==> src/rtl/dpad_pkg.sv <==
// Shared definitions for the d-pad conditioner: direction indices,
// auto-repeat FSM states and the arbitration priority order.
package dpad_pkg;

    localparam int NUM_DIRS = 4;

    typedef logic [1:0] dir_idx_t;

    localparam dir_idx_t DIR_LEFT  = 2'd0;
    localparam dir_idx_t DIR_DOWN  = 2'd1;
    localparam dir_idx_t DIR_UP    = 2'd2;
    localparam dir_idx_t DIR_RIGHT = 2'd3;

    typedef enum logic [1:0] {
        IDLE,
        DELAY,
        REPEAT,
        LOCKOUT
    } rpt_state_t;

    // Highest priority first.
    localparam dir_idx_t PRIORITY_ORDER [NUM_DIRS] = '{DIR_UP, DIR_DOWN, DIR_LEFT, DIR_RIGHT};

    function automatic int cnt_width(input int unsigned n);
        return (n <= 1) ? 1 : $clog2(n);
    endfunction

endpackage

==> src/rtl/dpad_conditioner_debounce_cell.sv <==
// One button: 2-FF synchronizer, optional inversion, and a debounce counter
// that only lets a level change through after DEBOUNCE_CYCLES stable cycles.
module debounce_cell
    import dpad_pkg::*;
#(
    parameter int unsigned DEBOUNCE_CYCLES = 125000,
    parameter bit          ACTIVE_LOW      = 1'b0
) (
    input  logic clk,
    input  logic reset,
    input  logic raw,
    output logic level
);

    localparam int            CW       = cnt_width(DEBOUNCE_CYCLES);
    localparam logic [CW-1:0] CNT_LAST = CW'(DEBOUNCE_CYCLES - 1);

    logic [1:0]    sync;
    logic [CW-1:0] cnt;
    logic          s;

    assign s = sync[1];

    always_ff @(posedge clk) begin
        if (reset) begin
            sync  <= '0;
            cnt   <= '0;
            level <= 1'b0;
        end else begin
            // NOTE: non-blocking assignments throughout so every flop samples
            // the pre-edge value; blocking here would collapse the sync chain.
            sync <= {sync[0], raw ^ ACTIVE_LOW};
            if (s == level) begin
                cnt <= '0;
            end else if (cnt == CNT_LAST) begin
                level <= ~level;
                cnt   <= '0;
            end else if (cnt != '1) begin
                cnt <= cnt + 1'b1;
            end
        end
    end

endmodule

==> src/rtl/dpad_conditioner.sv <==
// D-pad conditioner: four debounce cells feeding per-button press/auto-repeat
// FSMs, with a fixed-priority arbiter producing registered one-hot move pulses.
module dpad_conditioner
    import dpad_pkg::*;
#(
    parameter int unsigned DEBOUNCE_CYCLES = 125000,
    parameter int unsigned REPEAT_DELAY    = 6250000,
    parameter int unsigned REPEAT_PERIOD   = 2500000,
    parameter bit          REPEAT_EN       = 1'b1,
    parameter bit          ACTIVE_LOW      = 1'b0
) (
    input  logic                clk,
    input  logic                reset,
    input  logic [NUM_DIRS-1:0] button_raw,
    input  logic                enable,
    output logic [NUM_DIRS-1:0] dpad_level,
    output logic [NUM_DIRS-1:0] dpad_pulse
);

    localparam int RW_DELAY  = cnt_width(REPEAT_DELAY);
    localparam int RW_PERIOD = cnt_width(REPEAT_PERIOD);
    localparam int RW        = (RW_DELAY > RW_PERIOD) ? RW_DELAY : RW_PERIOD;

    localparam logic [RW-1:0] DELAY_LAST  = RW'(REPEAT_DELAY - 1);
    localparam logic [RW-1:0] PERIOD_LAST = RW'(REPEAT_PERIOD - 1);

    rpt_state_t          state   [NUM_DIRS];
    logic [RW-1:0]       rpt_cnt [NUM_DIRS];
    logic [NUM_DIRS-1:0] req;
    logic [NUM_DIRS-1:0] grant;
    logic [NUM_DIRS-1:0] pulse_q;
    logic                found;

    for (genvar gi = 0; gi < NUM_DIRS; gi++) begin : g_cell
        debounce_cell #(
            .DEBOUNCE_CYCLES(DEBOUNCE_CYCLES),
            .ACTIVE_LOW     (ACTIVE_LOW)
        ) u_cell (
            .clk  (clk),
            .reset(reset),
            .raw  (button_raw[gi]),
            .level(dpad_level[gi])
        );
    end

    always_comb begin
        // NOTE: default every output first so no path leaves req holding a
        // stale value, which would infer a latch.
        req = '0;
        for (int i = 0; i < NUM_DIRS; i++) begin
            if (dpad_level[i] && enable) begin
                case (state[i])
                    IDLE:    req[i] = 1'b1;
                    DELAY:   req[i] = REPEAT_EN && (rpt_cnt[i] == DELAY_LAST);
                    REPEAT:  req[i] = (rpt_cnt[i] == PERIOD_LAST);
                    default: req[i] = 1'b0;
                endcase
            end
        end
    end

    // Losing requests are dropped; their FSMs advance regardless.
    always_comb begin
        grant = '0;
        found = 1'b0;
        for (int p = 0; p < NUM_DIRS; p++) begin
            if (!found && req[PRIORITY_ORDER[p]]) begin
                grant[PRIORITY_ORDER[p]] = 1'b1;
                found = 1'b1;
            end
        end
    end

    always_ff @(posedge clk) begin
        if (reset) begin
            pulse_q <= '0;
            // NOTE: these are four small per-button registers, not a RAM, so
            // resetting the whole array is cheap and keeps the FSMs defined.
            for (int i = 0; i < NUM_DIRS; i++) begin
                state[i]   <= IDLE;
                rpt_cnt[i] <= '0;
            end
        end else begin
            pulse_q <= grant;
            for (int i = 0; i < NUM_DIRS; i++) begin
                if (!dpad_level[i]) begin
                    state[i]   <= IDLE;
                    rpt_cnt[i] <= '0;
                end else begin
                    case (state[i])
                        IDLE: begin
                            rpt_cnt[i] <= '0;
                            state[i]   <= enable ? DELAY : LOCKOUT;
                        end
                        DELAY: begin
                            if (!enable) begin
                                state[i] <= LOCKOUT;
                            end else if (REPEAT_EN) begin
                                if (rpt_cnt[i] == DELAY_LAST) begin
                                    rpt_cnt[i] <= '0;
                                    state[i]   <= REPEAT;
                                end else if (rpt_cnt[i] != '1) begin
                                    rpt_cnt[i] <= rpt_cnt[i] + 1'b1;
                                end
                            end
                        end
                        REPEAT: begin
                            if (!enable) begin
                                state[i] <= LOCKOUT;
                            end else if (rpt_cnt[i] == PERIOD_LAST) begin
                                rpt_cnt[i] <= '0;
                            end else if (rpt_cnt[i] != '1) begin
                                rpt_cnt[i] <= rpt_cnt[i] + 1'b1;
                            end
                        end
                        LOCKOUT: state[i] <= LOCKOUT;
                        default: state[i] <= IDLE;
                    endcase
                end
            end
        end
    end

    // A pulse requested just before enable drops must not leak out.
    assign dpad_pulse = pulse_q & {NUM_DIRS{enable}};

endmodule

==> config.mk <==
export PLATFORM = sky130hd
export DESIGN_NAME = dpad_conditioner
export DESIGN_NICKNAME = d
export VERILOG_FILES = /design/src/rtl/dpad_pkg.sv /design/src/rtl/dpad_conditioner_debounce_cell.sv /design/src/rtl/dpad_conditioner.sv
export SDC_FILE = /design/constraint.sdc
export NUM_CORES = 1
export LEC_CHECK = 0
export BUFFER_PORTS_ARGS = -buffer_cell sky130_fd_sc_hd__buf_2
export CAP_MARGIN = 5
export CORE_MARGIN = 3
export CORE_UTILIZATION = 35
export DETAILED_ROUTE_END_ITERATION = 8
export SKIP_LAST_GASP = 1
export SLEW_MARGIN = 40
export SYNTH_ARGS = -nofsm -noshare
export SYNTH_HDL_FRONTEND = slang
export SYNTH_SLANG_ARGS = --single-unit
==> constraint.sdc <==
create_clock -name clk -period 3.6 [get_ports clk]
set_input_delay 0.72 -clock clk [delete_from_list [all_inputs] [get_ports clk]]
set_output_delay 0.72 -clock clk [all_outputs]
set_load 0.03 [all_outputs]
## Word-level counts from Yosys, hierarchy flattened

Memories as Yosys holds them, arrays and structs flattened.
Index checks and enable logic that the tools add are counted.

- Output and inout bits: 8
- Memories: 2
- Word-level logic and storage cells: 380
- Memory bits (writable): 100
- Bits of input ports: 7
- Flip-flop bits (word level): 84

- Multiplexer cells: 242
- Reductions and logical operators: 22
- Add/subtract/negate cells: 8
- Eq/ne operators: 36
- Bitwise gates (word level): 57

Memories:

| memory | depth | width | read ports | clocked after memory_dff | wr ports | RTL line | RTL |
|---|---|---|---|---|---|---|---|
| rpt_cnt | 4 | 23 | 4 | 0 | 4 | dpad_conditioner.sv:28 | `logic [RW-1:0] rpt_cnt [NUM_DIRS];` |
| state | 4 | 2 | 4 | 0 | 4 | dpad_conditioner.sv:27 | `rpt_state_t state [NUM_DIRS];` |

Operators by type and width:

| operator | count |
|---|---|
| $mux W23 | 24 |
| $mux W1 | 189 |
| $add A23 B1 Y23 const B | 4 |
| $eq A23 B22 Y1 const B | 4 |
| $eq A23 B23 Y1 const B | 4 |
| $ne A23 B23 Y1 const B | 4 |
| $add A17 B1 Y17 const B | 4 |
| $eq A17 B17 Y1 const B | 4 |
| $ne A17 B17 Y1 const B | 4 |
| $mux W2 | 25 |
| $or A1 B1 Y1 | 48 |
| $eq A2 B2 Y1 const B | 8 |
| $pmux W1 S3 | 4 |
| $reduce_or A3 Y1 | 4 |
| $eq A2 B1 Y1 const B | 4 |
| $logic_not A2 Y1 | 4 |
| $not A1 Y1 | 8 |
| $reduce_and A2 Y1 | 4 |
| $logic_and A1 B1 Y1 | 7 |
| $and A4 B4 Y4 | 1 |
| $eq A1 B1 Y1 | 4 |
| $logic_not A1 Y1 | 3 |

## Longest topological paths before layout

Gate-level depths: netlist (run 1).

- Word-level depth: 13
- Mapped depth: 11
- Mapped depth without buffers: 10

## By module

A second synthesis (run 1) with hierarchy kept.

- Cells, all modules: 1037
- Area total of the unflattened synthesis: 10216.0 sq um

Modules (own cells, without submodules):

| module | instances | cells each | area an instance (sq um) | sequential area each (sq um) |
|---|---|---|---|---|
| dpad_conditioner | 1 | 609 | 6162.2 | 3083.0 |
| debounce_cell | 4 | 107 | 1013.5 | 400.4 |

## Worst setup path before layout (run 1)

No wires, ideal clock.

- Kind: input to register
- From: input reset
- To: memory rpt_cnt[1][0] (netlist name), enable pin
- Buffers on the path: 0
- Slack: 0.600 ns
- Cell stages on the path: 4
- Required time: 3.190 ns
- Arrival time: 2.590 ns
- Setup time: 0.410 ns
- Cell sequence: nand3b_1 > nor3b_1 > a22oi_4 > o211ai_1

RTL lines:

| element | RTL line | RTL |
|---|---|---|
| from (decl) | dpad_conditioner.sv:13 | `input logic reset,` |
| to (decl) | dpad_conditioner.sv:28 |  |

==> results of run 1 <==
## path summary, 6_finish.rpt
kind / cells after the start / endpoint / start
max: 7 / rpt_cnt[1][22]$_SDFFCE_PN0P_ / rpt_cnt[1][0]$_SDFFCE_PN0P_
min: 1 / g_cell[3].u_cell.sync[1]$_SDFF_PP0_ / g_cell[3].u_cell.sync[0]$_SDFF_PP0_
max reg2reg: 7 / rpt_cnt[1][22]$_SDFFCE_PN0P_ / rpt_cnt[1][0]$_SDFFCE_PN0P_
min reg2reg: 1 / g_cell[3].u_cell.sync[1]$_SDFF_PP0_ / g_cell[3].u_cell.sync[0]$_SDFF_PP0_
## sequential cells by signal (all words and copies together) (netlist names)
register	count
rpt_cnt	92
state	8
g_cell.u_cell.level	4
g_cell.u_cell.sync	8
pulse_q	4
g_cell.u_cell.cnt	68
## power by group
part	internal, mW	switching (mW)
Sequential	2.19	0.00290
Clock	0.982	0.873
Combinational	0.0107	0.0192
Total	3.19	0.895
## critical path, cell delays in order (launching register included)
cell	delay, ps
edfxtp_1	430
ha_1	280
nand4_1	180
nor4_1	440
nor3b_1	300
o21ai_0	110
o211ai_1	300
buf_4	380
## synth_stat cells (4+ instances only)
library cell  number
a21oi_1            8
nor4_1            25
ha_1              12
edfxtp_1         100
nand4_1           44
xor2_1            80
nor4b_1            6
inv_1             17
or3_1              7
nor2_1           191
mux2i_1           12
nor2_2             5
nor4bb_1           5
nor2b_1           15
nor3_2            14
or2_2              4
and3_1            19
nand2_1           66
nor3b_1            6
nor3_1            44
clkbuf_1          16
buf_6              7
dfxtp_1           84
buf_4              7
nand3_1           49
nand2b_1           8
and2_1            11
buf_2              6
xnor2_1           69
o21ai_0           10
and4_1             9
nand4b_1           8
## layout make-up
cell class,count,share of cell area (%)
tap,372,4.33
multi-input combinational,769,44.5
clock buffer,17,3.95
clock inverter,15,1.55
timing repair buffer,26,1.49
inverter,17,0.593
sequential,184,43.5
## kinds of logic (layout without fill, tap and decap cells)
family,after synthesis,after routing,synth area share (%)
DFF,184,184,48.0
muxes,12,12,1.23
AOI/OAI and AO/OA,41,41,3.03
adders and majority gates,12,12,1.54
xor gates and xnor gates,149,149,13.4
buffers and inverters,54,75,2.98
and+or+nand+nor,555,555,29.8
## stage by stage
| stage | instances | hold WS [ps] | setup slack [ps] | total power [mW] | instance area [µm²] |
|---|---|---|---|---|---|
| after floorplan | 1007 | 414 | 600 | 2.26 | 9760 |
| after global placement | 1368 | 423 | 802 | 2.27 | 10200 |
| after detailed placement | 1368 | 430 | 740 | 2.27 | 10200 |
| after CTS | 1400 | 442 | 887 | 4.14 | 10700 |
| after global routing | 1400 | 463 | 616 | 4.22 | 10800 |
| final | 1400 | 440 | 856 | 4.08 | 10800 |
## per-layer routing
layer	track usage, %	up-vias	share of wire, %
met5	0	-	0.070
li1	-	3585	-
met4	3.01	2	0.96
met2	18.7	77	43
met1	18.2	3285	52
met3	3.38	13	3.8
## cell usage in the layout (no fill, tap or decap), types with 9 or more instances in the layout
cell and n:
nand3_1 49, nand4_1 44, buf_2 14, inv_1 17
nor2b_1 15, edfxtp_1 100, nor3_1 42, mux2i_1 12
and3_1 19, buf_4 12, nor2_1 191, xnor2_1 69
ha_1 12, and4_1 9, dfxtp_1 84, clkbuf_16 17
xor2_1 80, nor3_2 16, nor4_1 25, nand2_1 66
o21ai_0 10, and2_1 11
==> results.cfg, run 1 <==
[status]
status = complete, no violations

[routing]
antenna_left = 0
vias_per_cell = 4.97
routed_wl_um = 18500
wl_per_cell_um = 13.2
dr.pass1.iters = 6
drc = 0
drtIter0Drc = 454
dr_total_vias = 6962

[yosys]
synth_area_per_cell_um2 = 9.69
ys_seq_elements = 184
syn-cell-area_um2 = 9760
synth_edf_count = 100
synthTopCellsByArea = edfxtp_1 (31%), dfxtp_1 (17%), nor2_1 (7.3%), xor2_1 (7.2%), xnor2_1 (6.2%)
synth_warnings = 0
yosys.area.top_type_share_pct = 30.8
ys_types = 60
synthFlopType = edfxtp_1
ys_seq_area_share_pct = 48.0
synth_nets = 1026
syn_inst = 1007
synth_largest_area_cell = edfxtp_1
synthArstFlopShare_pct = 0

[layout]
nets = 1034
fillCellCount = 2734
regArea_um2 = 4680
diodes = 0
fin_util_pct = 39.6
synthToLayoutAreaGrowth_pct = 10.3
drive_gt1_share_pct = 9.24
multi_input_area_um2 = 4790

[clock_network]
postCtsSetupBuffers = 0
clock_latency_ps = 440
cts_buffers = 17
cts_resized = 0
cts_tree = done
h-tree-depth = 4
clock-sinks = 184
clockBufferDepth = 2
cts_hold_buf = 0
root_buffer = clkbuf_16
clkTransAtPathRegs_ps = 70

[pwr]
p_leak_nw = 3.34
power.density_nw_per_um2 = 379
ir_worst_vdd_uv = 312

[sta]
max-slew-margin-rel_pct = 52.0
finalCriticalPeriod_ps = 2740
hold_violations = 0
fmax_ghz = 0.364
finalClockSkew_ps = 8.73
setup-violations-final = 0
fin_crit_sh_pct = 76.2
rsz0062_at_grt = false
slew_viol_final = 0
fin_tns_setup_ps = 0
worstMarginPinSlew_ps = 713

[die]
die_w_um = 173
core_um2 = 27200
pin_count = 15
die_h_um = 173
fp-row-count = 60
start_util_pct = 35.9
die_area_um2 = 29900

[setup_path]
worstPathMaxFanout = 18
startpoint_type = register
r2r_slack_ps = 860
path_class = register to register
end_kind = register
worstPathArrival_ps = 2860
critPathRequiredTime_ps = 3720

[placed_design]
hpwl_um = 12900
gp_congestion = 0.802
port_buffers = 14

[global_routing]
grt_pass1_vias = 6658
grt_max_degree = 25
gr-total-overflow = 0
grtUsageTotal_pct = 12.6
grt_antenna_before_repair = 1
grt_pass1_wl_um = 32100

[flow_run]
cap_viol_max_count = 0

[worst_hold_path]
worstHoldPathType = register to register
(Power assumes the default switching activity.)
==> run 2, diff against run 1 <==
ABC_AREA = 1   (was not set)
clock period = 2.65 ns   (was 3.6 ns; I/O delays follow)
==> run 2 against run 1 <==
  * Count of clock-buffer cells in the layout rose by 1
  * First-iteration DRC count rose by 42%
  * Die area rose by 7.5%
  * Design area rose by 8.0%
  * Largest cell class unchanged
  * Maximum frequency rose by 20%
  * Utilization rose by 0.26 points
  * Sequential share of layout area fell by 3.2 points
==> results.cfg, run 2 <==
[layout]
mostFrequentLayoutCells = nor2_1 (331), nand2_1 (322), inv_1 (185)
fin_util_pct = 39.8
synthToLayoutAreaGrowth_pct = 10.5
regMostFlops = rpt_cnt
drive_gt1_share_pct = 6.60
largest_registers = rpt_cnt x92, g_cell.u_cell.cnt x68
final_area_um2 = 11600
nets = 1477
largest_reg_flops = 92
mostFrequentLayoutCell = nor2_1

[global_routing]
grt_pass1_wl_um = 37100
grt_antenna_before_repair = 1
grtUsageTotal_pct = 13.9
gr-total-overflow = 0
grt_pass1_vias = 8215
grt_max_degree = 24

[routing]
vias_per_cell = 4.72
antenna_left = 0
wl_per_cell_um = 11.5
drtIter0Drc = 646
dr.pass1.iters = 5
dr_total_vias = 8761
routed_wl_um = 21300
drc = 0

[pwr]
p_leak_nw = 4.18
p_switching_mw = 1.31
pwr-share-comb_pct = 2.3
power.density_nw_per_um2 = 489
ir_worst_vdd_uv = 271
sequentialPowerShare_pct = 54.0
netSwitchingFraction_pct = 23.0
p_int_mw = 4.37
clock_power_share_pct = 43.6

[clock_network]
root_buffer = clkbuf_16
clock_latency_ps = 440
postCtsSetupBuffers = 0
clkTransAtPathRegs_ps = 80
cts_tree = done
clockBufferDepth = 2
cts_hold_buf = 0
h-tree-depth = 4
clock-sinks = 184
cts_buffers = 17
cts_resized = 0

[setup_path]
rr_startpoint = g_cell[3].u_cell.cnt[0]$_SDFFE_PP0P_
rr_endpoint = g_cell[3].u_cell.cnt[15]$_SDFFE_PP0P_
worstPathMaxFanout = 6
worstPathArrival_ps = 2610
critPathRequiredTime_ps = 2980
path_class = register to register
cp-startpoint = g_cell[3].u_cell.cnt[0]$_SDFFE_PP0P_
rr_worst_depth = 14
end_kind = register
r2r_slack_ps = 370
crit_end = g_cell[3].u_cell.cnt[15]$_SDFFE_PP0P_
startpoint_type = register

[yosys]
synth_area_per_cell_um2 = 7.36
ys_types = 41
synth_common_cells = nor2_1 (331), nand2_1 (322), inv_1 (185)
synth_largest_area_cell = edfxtp_1
synthTopCellsByArea = edfxtp_1 (29%), dfxtp_1 (16%), nor2_1 (12%), nand2_1 (11%), inv_1 (6.6%)
synth_warnings = 0
syn_inst = 1429
synth_edf_count = 100
synthArstFlopShare_pct = 0
ys_seq_elements = 184
synth_nets = 1448
synthFlopType = edfxtp_1
yosys.area.top_type_share_pct = 28.6
syn-cell-area_um2 = 10500
synth.most_common_cell = nor2_1
ys_seq_area_share_pct = 44.5

[die]
start_util_pct = 36.1
die_w_um = 179
pin_count = 15
fp-row-count = 62
core_um2 = 29200
die_area_um2 = 32200
die_h_um = 179

[placed_design]
gp_congestion = 0.921
hpwl_um = 16200
port_buffers = 14
place_area_um2 = 11000

[sta]
setup-violations-final = 0
fin_crit_sh_pct = 86.1
fmax_ghz = 0.438
slew_viol_final = 0
worstMarginPinSlew_ps = 584
finalCriticalPeriod_ps = 2280
max-slew-margin-rel_pct = 61.0
hold_violations = 0
finalClockSkew_ps = 14.7
fin_tns_setup_ps = 0
rsz0062_at_grt = false

[worst_hold_path]
min_from = button_raw[1]
worstHoldPathType = primary input to register

[flow_run]
cap_viol_max_count = 0

[status]
status = complete, no violations
-- run 2: cell count changes after synthesis, moves of 15 or more --
cell,before,now
nand2_1,66,322
inv_1,17,185
nor2_1,191,331
xnor2_1,69,14
a21oi_1,8,42
nand3_1,49,74
nor4_1,25,2
and3_1,19,0
xor2_1,80,62
o21ai_0,10,27
nor2b_1,15,0
-- run 2: cell type report --
cell class                      instances  area, µm²
Fill cell                            3059      17500
Timing Repair Buffer                   28        175
Clock inverter                         13        126
Multi-Input combinational cell       1038       4990
Tap cell                              384        480
Inverter                              189        709
Antenna cell                            1       2.50
Clock buffer                           18        450
Sequential cell                       184       4680
-- run 2: power by group through the flow --
stage | combinational [mW] | clock [mW] | sequential (mW)
finish | 0.133 | 2.48 | 3.07
CTS | 0.135 | 2.58 | 3.07
global route | 0.154 | 2.71 | 3.07
global placement | 0.134 | 0 | 3.13
detailed placement | 0.134 | 0 | 3.13
floorplan | 0.0959 | 0 | 3.12
-- run 2: critical path, cell delays in order (launching register included) --
cell	delay (ps)
dfxtp_1	330
ha_1	200
nand2_1	130
nor2_1	70
nand3_1	70
nor4_1	50
ha_1	260
inv_2	120
nand2_1	100
nor3_2	190
nand3_1	190
nor2_1	170
nand2_1	80
o21ai_0	160
nor2_1	50
-- run 2: through the flow --
step | total power, mW | cells | hold WS (ps) | worst slack, ps
after floorplan | 3.22 | 1429 | 388 | 321
after global placement | 3.26 | 1823 | 393 | 445
after detailed placement | 3.27 | 1823 | 395 | 385
after CTS | 5.78 | 1854 | 303 | 358
after global routing | 5.94 | 1855 | 320 | 117
final | 5.68 | 1855 | 323 | 369
-- run 2: metal layers --
metal	global-route usage, %	vias to the layer above	wire, µm
li1	-	4640	-
met1	19.5	3951	10900
met2	21.3	145	9300
met3	3.24	25	868
met4	4.41	0	284
met5	0	-	0
-- run 2: cells by family (layout without fill, tap and decap cells) --
logic type	count (synthesis)	after routing	synth area share [%]
DFF	184	184	44.5
xor gates and xnor gates	76	76	6.33
and+or+nand+nor	866	866	35.3
other	0	1	0
buffers and inverters	207	248	7.99
adders and majority gates	12	12	1.43
AOI/OAI and AO/OA	84	84	4.38
-- run 2: how the worst min path moves through the flow --
stage / slack, ps / end / cells past startpoint
6_report: 320 / g_cell[1].u_cell.sync[0]$_SDFF_PP0_ / 3
3_3_place_gp: 390 / g_cell[3].u_cell.sync[1]$_SDFF_PP0_ / 2
3_5_place_dp: 390 / g_cell[1].u_cell.sync[1]$_SDFF_PP0_ / 2
5_1_grt: 320 / g_cell[1].u_cell.sync[0]$_SDFF_PP0_ / 3
2_1_floorplan: 390 / g_cell[0].u_cell.sync[1]$_SDFF_PP0_ / 2
4_1_cts: 300 / g_cell[1].u_cell.sync[0]$_SDFF_PP0_ / 3
